## src/rtl/if_stage_prefetch_pkg.sv

```systemverilog
// Shared types and helpers for the prefetching fetch stage (package if_pkg).
// Entry fields are XLEN wide; instantiate the stage with BIT_NUMBER == XLEN.
package if_pkg;

   localparam int unsigned WORD_BYTES = 4;
   localparam int unsigned XLEN       = 32;

   typedef struct packed {
      logic [XLEN-1:0] instr;
      logic [XLEN-1:0] addr;
   } fetch_entry_t;

   function automatic int unsigned clog2(input int unsigned value);
      int unsigned w;
      w = 0;
      while ((32'd1 << w) < value) w = w + 1;
      return w;
   endfunction

endpackage

```

## src/rtl/if_stage_prefetch_if.sv

```systemverilog
// Instruction-memory handshake plus decode-side outputs of the fetch stage.
interface if_stage_prefetch_if #(
   parameter int unsigned BIT_NUMBER = 32
);
   logic                  imem_req;
   logic [BIT_NUMBER-1:0] imem_addr;
   logic                  imem_ack;
   logic [BIT_NUMBER-1:0] imem_rdata;
   logic                  instr_valid;
   logic [BIT_NUMBER-1:0] instruction;
   logic [BIT_NUMBER-1:0] pc;

   modport master (
      output imem_req, imem_addr,
      input  imem_ack, imem_rdata,
      output instr_valid, instruction, pc
   );

   modport slave (
      input  imem_req, imem_addr,
      output imem_ack, imem_rdata,
      input  instr_valid, instruction, pc
   );
endinterface

```

## src/rtl/if_stage_prefetch_fetch_fifo.sv

```systemverilog
// Synchronous FIFO of fetch entries with flush; pointers wrap naturally.
module fetch_fifo
   import if_pkg::*;
#(
   parameter int unsigned DEPTH = 4
) (
   input  logic                     clk,
   input  logic                     rst,
   input  logic                     i_push,
   input  fetch_entry_t             i_entry,
   input  logic                     i_pop,
   input  logic                     i_flush,
   output logic [clog2(DEPTH):0]    o_count,
   output fetch_entry_t             o_head
);
   localparam int unsigned PTR_W = clog2(DEPTH);
   localparam int unsigned CNT_W = PTR_W + 1;

   fetch_entry_t     r_mem [DEPTH];
   logic [PTR_W-1:0] r_wr_ptr;
   logic [PTR_W-1:0] r_rd_ptr;
   logic [CNT_W-1:0] r_count;
   logic             w_pop;

   assign w_pop   = i_pop && (r_count != '0);
   assign o_count = r_count;
   assign o_head  = r_mem[r_rd_ptr];

   always_ff @(posedge clk or posedge rst) begin
      if (rst) begin
         r_wr_ptr <= '0;
         r_rd_ptr <= '0;
         r_count  <= '0;
         for (int unsigned i = 0; i < DEPTH; i++) r_mem[i] <= '0;
      end else if (i_flush) begin
         r_wr_ptr <= '0;
         r_rd_ptr <= '0;
         r_count  <= '0;
      end else begin
         if (i_push) begin
            r_mem[r_wr_ptr] <= i_entry;
            r_wr_ptr        <= r_wr_ptr + PTR_W'(1);
         end
         if (w_pop) r_rd_ptr <= r_rd_ptr + PTR_W'(1);
         case ({i_push, w_pop})
            2'b10:   r_count <= r_count + CNT_W'(1);
            2'b01:   r_count <= r_count - CNT_W'(1);
            default: r_count <= r_count;
         endcase
      end
   end
endmodule

```

## src/rtl/if_stage_prefetch.sv

```systemverilog
// Prefetching fetch stage: credit-limited sequential fetch into a queue feeding decode.
// Optional macro IF_PERF_CNT_EN adds saturating fetch_count / flush_count outputs.
module if_stage_prefetch
   import if_pkg::*;
#(
   parameter int unsigned           BIT_NUMBER = 32,
   parameter int unsigned           FIFO_DEPTH = 4,
   parameter logic [BIT_NUMBER-1:0] RESET_PC   = '0
) (
   input  logic                  clk,
   input  logic                  rst,
   input  logic                  freeze,
   input  logic                  branch_taken,
   input  logic [BIT_NUMBER-1:0] branch_address,
   if_stage_prefetch_if.master   bus
`ifdef IF_PERF_CNT_EN
   ,
   output logic [BIT_NUMBER-1:0] fetch_count,
   output logic [BIT_NUMBER-1:0] flush_count
`endif
);
   localparam int unsigned PTR_W = clog2(FIFO_DEPTH);
   localparam int unsigned CNT_W = PTR_W + 1;
   localparam int unsigned INF_W = CNT_W + 1;

   logic [BIT_NUMBER-1:0] r_fetch_pc;
   logic [BIT_NUMBER-1:0] r_pending_addr;
   logic                  r_pending;

   logic [CNT_W-1:0]      w_count;
   logic [INF_W-1:0]      w_inflight;
   fetch_entry_t          w_head;
   fetch_entry_t          w_push_entry;
   logic                  w_req;
   logic                  w_accept;
   logic                  w_push;
   logic                  w_pop;
   logic                  w_valid;

   // Queued entries plus the outstanding response must fit, so a push never overflows.
   assign w_inflight = {1'b0, w_count} + INF_W'(r_pending);
   assign w_req      = (w_inflight < INF_W'(FIFO_DEPTH)) && !branch_taken && !rst;
   assign w_accept   = w_req && bus.imem_ack;
   assign w_valid    = (w_count != '0);
   assign w_push     = r_pending && !branch_taken;
   assign w_pop      = w_valid && !freeze && !branch_taken;

   always_comb begin
      w_push_entry       = '0;
      w_push_entry.instr = bus.imem_rdata;
      w_push_entry.addr  = r_pending_addr;
   end

   assign bus.imem_req    = w_req;
   assign bus.imem_addr   = r_fetch_pc;
   assign bus.instr_valid = w_valid;
   assign bus.instruction = w_valid ? w_head.instr : '0;
   assign bus.pc          = w_valid ? (w_head.addr + BIT_NUMBER'(WORD_BYTES)) : '0;

   fetch_fifo #(
      .DEPTH (FIFO_DEPTH)
   ) u_fifo (
      .clk     (clk),
      .rst     (rst),
      .i_push  (w_push),
      .i_entry (w_push_entry),
      .i_pop   (w_pop),
      .i_flush (branch_taken),
      .o_count (w_count),
      .o_head  (w_head)
   );

   always_ff @(posedge clk or posedge rst) begin
      if (rst) begin
         r_fetch_pc     <= RESET_PC;
         r_pending      <= 1'b0;
         r_pending_addr <= '0;
      end else if (branch_taken) begin
         r_fetch_pc <= branch_address;
         r_pending  <= 1'b0;
      end else begin
         r_pending <= w_accept;
         if (w_accept) begin
            r_pending_addr <= r_fetch_pc;
            r_fetch_pc     <= r_fetch_pc + BIT_NUMBER'(WORD_BYTES);
         end
      end
   end

`ifdef IF_PERF_CNT_EN
   always_ff @(posedge clk or posedge rst) begin
      if (rst) begin
         fetch_count <= '0;
         flush_count <= '0;
      end else begin
         if (w_accept && (fetch_count != '1))
            fetch_count <= fetch_count + BIT_NUMBER'(1);
         if (branch_taken && (w_valid || r_pending) && (flush_count != '1))
            flush_count <= flush_count + BIT_NUMBER'(1);
      end
   end
`endif
endmodule

```

## src/flat_wrapper.sv

```systemverilog
// flat-port wrapper written by rule: the top's interface ports become plain ports
module if_stage_prefetch_flat import if_pkg::*;
#(
   parameter int unsigned           BIT_NUMBER = 32,
   parameter int unsigned           FIFO_DEPTH = 4,
   parameter logic [BIT_NUMBER-1:0] RESET_PC   = '0
)
  (clk, rst, freeze, branch_taken, branch_address, bus_imem_req, bus_imem_addr, bus_imem_ack, bus_imem_rdata, bus_instr_valid, bus_instruction, bus_pc);
  if_stage_prefetch_if #(.BIT_NUMBER(BIT_NUMBER)) bus_i ();
  input  logic clk;
  input  logic rst;
  input  logic freeze;
  input  logic branch_taken;
  input  logic [BIT_NUMBER-1:0] branch_address;
  output wire logic [$bits(bus_i.imem_req)-1:0] bus_imem_req;
  output wire logic [$bits(bus_i.imem_addr)-1:0] bus_imem_addr;
  input wire logic [$bits(bus_i.imem_ack)-1:0] bus_imem_ack;
  input wire logic [$bits(bus_i.imem_rdata)-1:0] bus_imem_rdata;
  output wire logic [$bits(bus_i.instr_valid)-1:0] bus_instr_valid;
  output wire logic [$bits(bus_i.instruction)-1:0] bus_instruction;
  output wire logic [$bits(bus_i.pc)-1:0] bus_pc;
  assign bus_imem_req = bus_i.imem_req;
  assign bus_imem_addr = bus_i.imem_addr;
  assign bus_i.imem_ack = bus_imem_ack;
  assign bus_i.imem_rdata = bus_imem_rdata;
  assign bus_instr_valid = bus_i.instr_valid;
  assign bus_instruction = bus_i.instruction;
  assign bus_pc = bus_i.pc;
  if_stage_prefetch #(.BIT_NUMBER(BIT_NUMBER), .FIFO_DEPTH(FIFO_DEPTH), .RESET_PC(RESET_PC)) u_core (.clk(clk), .rst(rst), .freeze(freeze), .branch_taken(branch_taken), .branch_address(branch_address), .bus(bus_i));
endmodule
```

## config.mk

```make
export PLATFORM = sky130hd
export DESIGN_NAME = if_stage_prefetch_flat
export DESIGN_NICKNAME = d
export VERILOG_FILES = /design/src/rtl/if_stage_prefetch_pkg.sv /design/src/rtl/if_stage_prefetch_if.sv /design/src/rtl/if_stage_prefetch_fetch_fifo.sv /design/src/rtl/if_stage_prefetch.sv /design/src/flat_wrapper.sv
export SDC_FILE = /design/constraint.sdc
export NUM_CORES = 1
export LEC_CHECK = 0
export CAP_MARGIN = 20
export CORE_AREA = 3 3 170 172
export CTS_CLUSTER_DIAMETER = 100
export DETAILED_ROUTE_END_ITERATION = 7
export DIE_AREA = 0 0 173 175
export PLACE_DENSITY_LB_ADDON = 0.1
export SYNTH_ARGS = -nofsm -noshare
export SYNTH_HDL_FRONTEND = slang
export SYNTH_SLANG_ARGS = --single-unit
```

## constraint.sdc

```tcl
create_clock -name clk -period 15.4 [get_ports clk]
set_input_delay 3.08 -clock clk [delete_from_list [all_inputs] [get_ports clk]]
set_output_delay 3.08 -clock clk [all_outputs]
set_load 0.05 [all_outputs]
```

### Word level (Yosys, flattened, before mapping)

Cells that the tools add are included.
Widths: inputs -> output; s select.

| storage, ports and cells | value |
|---|---|
| bits in registers | 328 |
| input port bits | 69 |
| output and inout port bits | 98 |
| word-level logic and storage cells | 65 |

| operators by class | value |
|---|---|
| add/sub/neg operators | 7 |
| $lt $le $gt $ge | 4 |
| eq/ne operators | 2 |
| mux-type cells | 17 |
| bitwise operators | 3 |
| reduce and logical (&&, ||, !) cells | 18 |

Operators with widths:

| operator | number |
|---|---|
| $bwmux 256 | 1 |
| $mux 64 | 3 |
| $bmux 64 s2 | 1 |
| $demux 64 s2 | 1 |
| $mux 32 | 4 |
| $add 32x3->32 const B | 2 |
| $logic_and 1x1->1 | 8 |
| $mux 2 | 4 |
| $ge 3x3->1 const B | 2 |
| $not 2->3 | 2 |
| $pmux 3 s2 | 1 |
| $reduce_bool 2->1 | 3 |
| $reduce_bool 3->1 | 2 |
| $add 2x1->2 const B | 2 |
| $add 3x1->4 | 1 |
| $lt 4x3->1 const B | 1 |
| $reduce_and 2->1 | 2 |
| $add 3x1->3 const B | 1 |
| $logic_not 1->1 | 3 |
| $lt 3x1->1 const B | 1 |
| $mux 3 | 1 |
| $sub 3x1->3 const B | 1 |
| $eq 2x1->1 const B | 1 |
| $eq 2x2->1 const B | 1 |
| 2 further kinds | 2 |

### Depth between registers and ports, before layout

| logic depth | value |
|---|---|
| word-level depth | 7 |
| depth in mapped cells | 9 |
| mapped depth without buffers | 8 |

### Modules after synthesis

Synthesis repeated with hierarchy kept, for this count alone.

| second synthesis, totals | value |
|---|---|
| cells, all modules | 1179 |
| area total of the unflattened synthesis | 16767.3 um2 |

Modules (own cells, without submodules):

| module | times used | cells an instance | area an instance (um2) | sequential area each (um2) |
|---|---|---|---|---|
| fetch_fifo | 1 | 667 | 12764.7 | 6581.3 |
| if_stage_prefetch | 1 | 512 | 4002.6 | 1626.6 |

### Worst setup path before layout

No wires, ideal clock.

| timing | value |
|---|---|
| kind | input -> output |
| from | in branch_taken |
| to | out bus_imem_req |
| data arrival time | 3900 ps |
| required time | 12320 ps |
| slack | 8420 ps |
| stages | 3 |
| buffers on the path | 1 |
| cells stage by stage | clkbuf_1 nor3_1 and2_1 |

| between the ends | value |
|---|---|
| longest elaborated chain between the ends | 3 |

Ends and longest elaborated chain:

| item | RTL line | source |
|---|---|---|
| start, declared | flat_wrapper.sv:13 | `input logic branch_taken;` |
| $logic_not 1->1 | if_stage_prefetch.sv:42 | `assign w_req = (w_inflight < INF_W'(FIFO_DEPTH)) && !branch_taken && !rst;` |
| $logic_and 1x1->1 (2 in series) | if_stage_prefetch.sv:42 |  |
| end, declared | flat_wrapper.sv:15 | `output wire logic [$bits(bus_i.imem_req)-1:0] bus_imem_req;` |

No other way between the ends.

### Worst setup path after layout

Ends and elaborated chain as after synthesis.

==> results.py <==
metrics = {
    "cts": {
        "cts_resized": 0,
        "ctsHoldBuffers": 0,
        "cts_buffers": 36,
        "clockBufferDepth": 3,
        "h-tree-depth": 2,
        "cts_tree": "built",
        "postCtsSetupBuffers": 0,
        "clkLatencyLatePin_ps": 510,
        "clk_pin_slew_worst_paths_ps": 60,
        "cts_root_buf": "clkbuf_16",
        "cts_sinks": 328,
    },
    "routing": {
        "drt_iter0_markers": 549,
        "drc": 0,
        "wl_per_cell_um": 19.9,
        "drt_pass1_iterations": 5,
        "ant_nets": 0,
        "dr_total_vias": 10400,
        "wl_um": 34900,
        "vias_per_cell": 5.91,
    },
    "floorplan": {
        "die_y_um": 175,
        "die_w_um": 173,
        "start_util": 0.562,
        "rows": 61,
        "core_um2": 27600,
        "ios": 167,
        "die_area_um2": 30300,
    },
    "critical_path": {
        "critPathRequiredTime_ps": 12320,
        "max_stage_delay_ps": 790,
        "path_class": "in2out",
        "cp_num_buf_inv": 3,
        "cp-end-kind": "output port",
        "cp-start-kind": "primary input",
        "crit_start": "branch_taken",
        "cp_top_family": "buffers and inverters",
        "cpMostUsedCell": "clkdlybuf4s50_1",
        "regToRegStartpoint": "u_core.r_pending",
        "slowest_stage": "clkdlybuf4s50_1",
        "timing.critical_path.cells": "clkdlybuf4s50_1 -> buf_4 -> nor3_1 -> and2_1 -> clkdlybuf4s50_1",
        "crit_fanout": 44,
        "crit_arrival_ps": 5030,
    },
    "yosys": {
        "synth.distinct_cells": 52,
        "yosysWarnings": 0,
        "synth-main-ff-cell": "dfrtp_1",
        "ys_seq_area_frac": 0.528,
        "synth_edf_count": 0,
        "synth_area_um2": 15500,
        "syn_nets": 1287,
        "syn_inst": 1211,
        "avgSynthCellArea_um2": 12.8,
        "synthArstFlopShare": 1.00,
        "yosys_register_bits": 328,
    },
    "power": {
        "combPwrFrac": 0.359,
        "cellLeakagePower_uw": 0.00846,
        "clkPwrFrac": 0.279,
        "p_switching_uw": 1170,
        "swShare": 0.357,
        "powerDensity_nw_per_um2": 174,
        "irDropWorstVdd_mv": 0.0730,
        "intPower_uw": 2100,
        "seqPwrFrac": 0.361,
    },
    "finish": {
        "area_delta_synth_final_pct": 20.8,
        "drive_gt1_frac": 0.300,
        "final_nets": 1425,
        "final_area_um2": 18800,
        "nFillCells": 2095,
        "antenna_cells": 0,
    },
    "timing": {
        "fin_skew_ps": 16.1,
        "fin_crit_sh": 0.526,
        "setup_viol": 0,
        "finalHoldViolations": 0,
        "slew_headroom": 0.326,
        "max_freq_ghz": 0.123,
        "fin_crit_ps": 8110,
        "setup_tns_ps": 0,
        "rsz0062_at_grt": "no",
        "worst_hold_slack_ps": 500,
        "report.final.slew_viol_count": 0,
        "worstMarginPinSlew_ps": 1010,
    },
    "place": {
        "port_buffers": 166,
        "placed_area_um2": 17500,
        "dp_hpwl_um": 21400,
        "finalWeightedCongestion": 0.810,
    },
    "grt": {
        "track_usage": 0.234,
        "grt_first_pass_wirelength_um": 57800,
        "overflow": 0,
        "first_global_vias": 10800,
        "antenna_found_initial": 0,
        "grt_max_degree": 190,
    },
    "flow_run": {
        "drv_cap": 0,
    },
    "hold_path": {
        "holdCritPathClass": "reg2reg",
        "min-delay-start": "u_core.u_fifo.r_mem[103]",
    },
    "run_status": {
        "status": "finished, final reports clean",
    },
}
-- worst paths after layout --
path | cells past startpoint | slack (ps) | end
max | 5 | 7290 | bus_imem_req
min | 1 | 500 | u_core.u_fifo.r_mem[103]
max reg2reg | 4 | 12780 | u_core.u_fifo.r_mem[183]
min reg2reg | 1 | 500 | u_core.u_fifo.r_mem[103]
max in group asynchronous | 3 | 10710 | u_core.u_fifo.r_mem[213]
min in group asynchronous | 2 | 3190 | u_core.r_pending
-- placed cells by master, fill, tap and decap left out, types with 4 or more instances in the layout --
master             n
dfrtp_1          326
mux2_2           259
clkdlybuf4s50_1  166
nand2_1          138
mux4_2            63
and2_1            45
clkbuf_16         37
nor2_1            35
o21ai_0           34
a21oi_1           30
nand3_1           24
buf_4             15
nand4_1           14
o21ai_1           13
or3_1             12
inv_1             11
nor3_1            10
clkbuf_8          10
o311ai_0           9
xnor2_1            8
a31oi_1            8
xor2_1             7
nor4_1             7
clkbuf_1           7
nand4b_1           6
o211ai_1           6
ha_1               6
a22oi_1            5
and4_1             5
bufinv_16          5
nand2_2            4
or4_1              4
a41oi_1            4
-- Yosys cell counts, types with 2 or more instances --
master / number / area (µm²)
or4_1: 4 / 30.0
nand4_1: 14 / 87.6
a32oi_1: 3 / 26.3
or3_1: 12 / 75.1
and3_1: 3 / 18.8
buf_2: 10 / 50.1
dfrtp_1: 328 / 8210
a21o_1: 3 / 22.5
mux4_2: 63 / 1420
a21oi_1: 30 / 150
nand3_1: 25 / 125
a41oi_1: 4 / 35.0
o21ai_1: 13 / 65.1
nor3_1: 11 / 55.1
a31oi_1: 8 / 50.1
buf_1: 5 / 18.8
buf_4: 2 / 15.0
ha_1: 6 / 75.1
xnor2_1: 8 / 70.1
o21ai_0: 34 / 170
a31o_2: 3 / 26.3
nand4b_1: 6 / 52.6
xor2_1: 7 / 61.3
nor2_1: 35 / 131
and2_1: 45 / 282
clkbuf_1: 63 / 236
mux2_2: 259 / 2920
nand2_1: 142 / 533
inv_1: 12 / 45.0
o311ai_0: 9 / 78.8
o211ai_1: 6 / 45.0
a22oi_1: 5 / 37.5
buf_6: 2 / 22.5
and4_1: 5 / 43.8
nor4_1: 8 / 50.1
a221o_1: 2 / 20.0
-- power groups by stage --
stage | registers, µW | clock network (µW) | logic [µW]
2_1_floorplan | 1160 | 0 | 852
3_3_place_gp | 1190 | 0 | 1170
3_5_place_dp | 1190 | 0 | 1180
4_1_cts | 1180 | 932 | 1190
5_1_grt | 1210 | 966 | 1260
6_report | 1180 | 914 | 1180
-- logic make-up after synthesis --
group | share of synthesized area
xor gates and xnor gates | 0.00845
DFF | 0.528
muxes | 0.281
buffers and inverters | 0.0250
and+or+nand+nor | 0.102
adders and majority gates | 0.00612
AOI/OAI and AO/OA | 0.0494
-- layer usage --
layer | global-route usage | vias to the layer above | routed length, µm
met4 | 0.0591 | 0 | 661
li1 | - | 4710 | -
met3 | 0.0335 | 57 | 1450
met2 | 0.404 | 263 | 17400
met1 | 0.316 | 5327 | 15400
met5 | 0 | - | 0
-- sequential cells by signal (all words and copies together), names as in the netlist --
| name | flops |
|---|---|
| u_core.bus.imem_addr | 32 |
| u_core.r_pending | 1 |
| u_core.r_pending_addr | 32 |
| u_core.u_fifo.o_count | 3 |
| u_core.u_fifo.r_mem | 256 |
| u_core.u_fifo.r_rd_ptr | 2 |
| u_core.u_fifo.r_wr_ptr | 2 |
-- cell type report --
cell class                 instances  area [µm²]  share of cell area
tap                              378         473              0.0252
timing repair buffer             182        1790              0.0955
clock inverter                    10         186             0.00993
inverter                          12        52.6             0.00280
multi-input combinational        789        6970               0.371
clock buffer                      54        1090              0.0580
sequential                       328        8210               0.437
-- metrics by stage --
step           total power [µW]   util  cells  worst slack, ps
5_1_grt                    3440  0.680   1753             7070
3_3_place_gp               2350  0.634   1689             7260
6_report                   3270  0.680   1753             7290
4_1_cts                    3300  0.680   1753             7260
2_1_floorplan              2010      -   1211             3240
3_5_place_dp               2380  0.634   1689             7280
No activity file was read; power rests on OpenSTA's default activity.
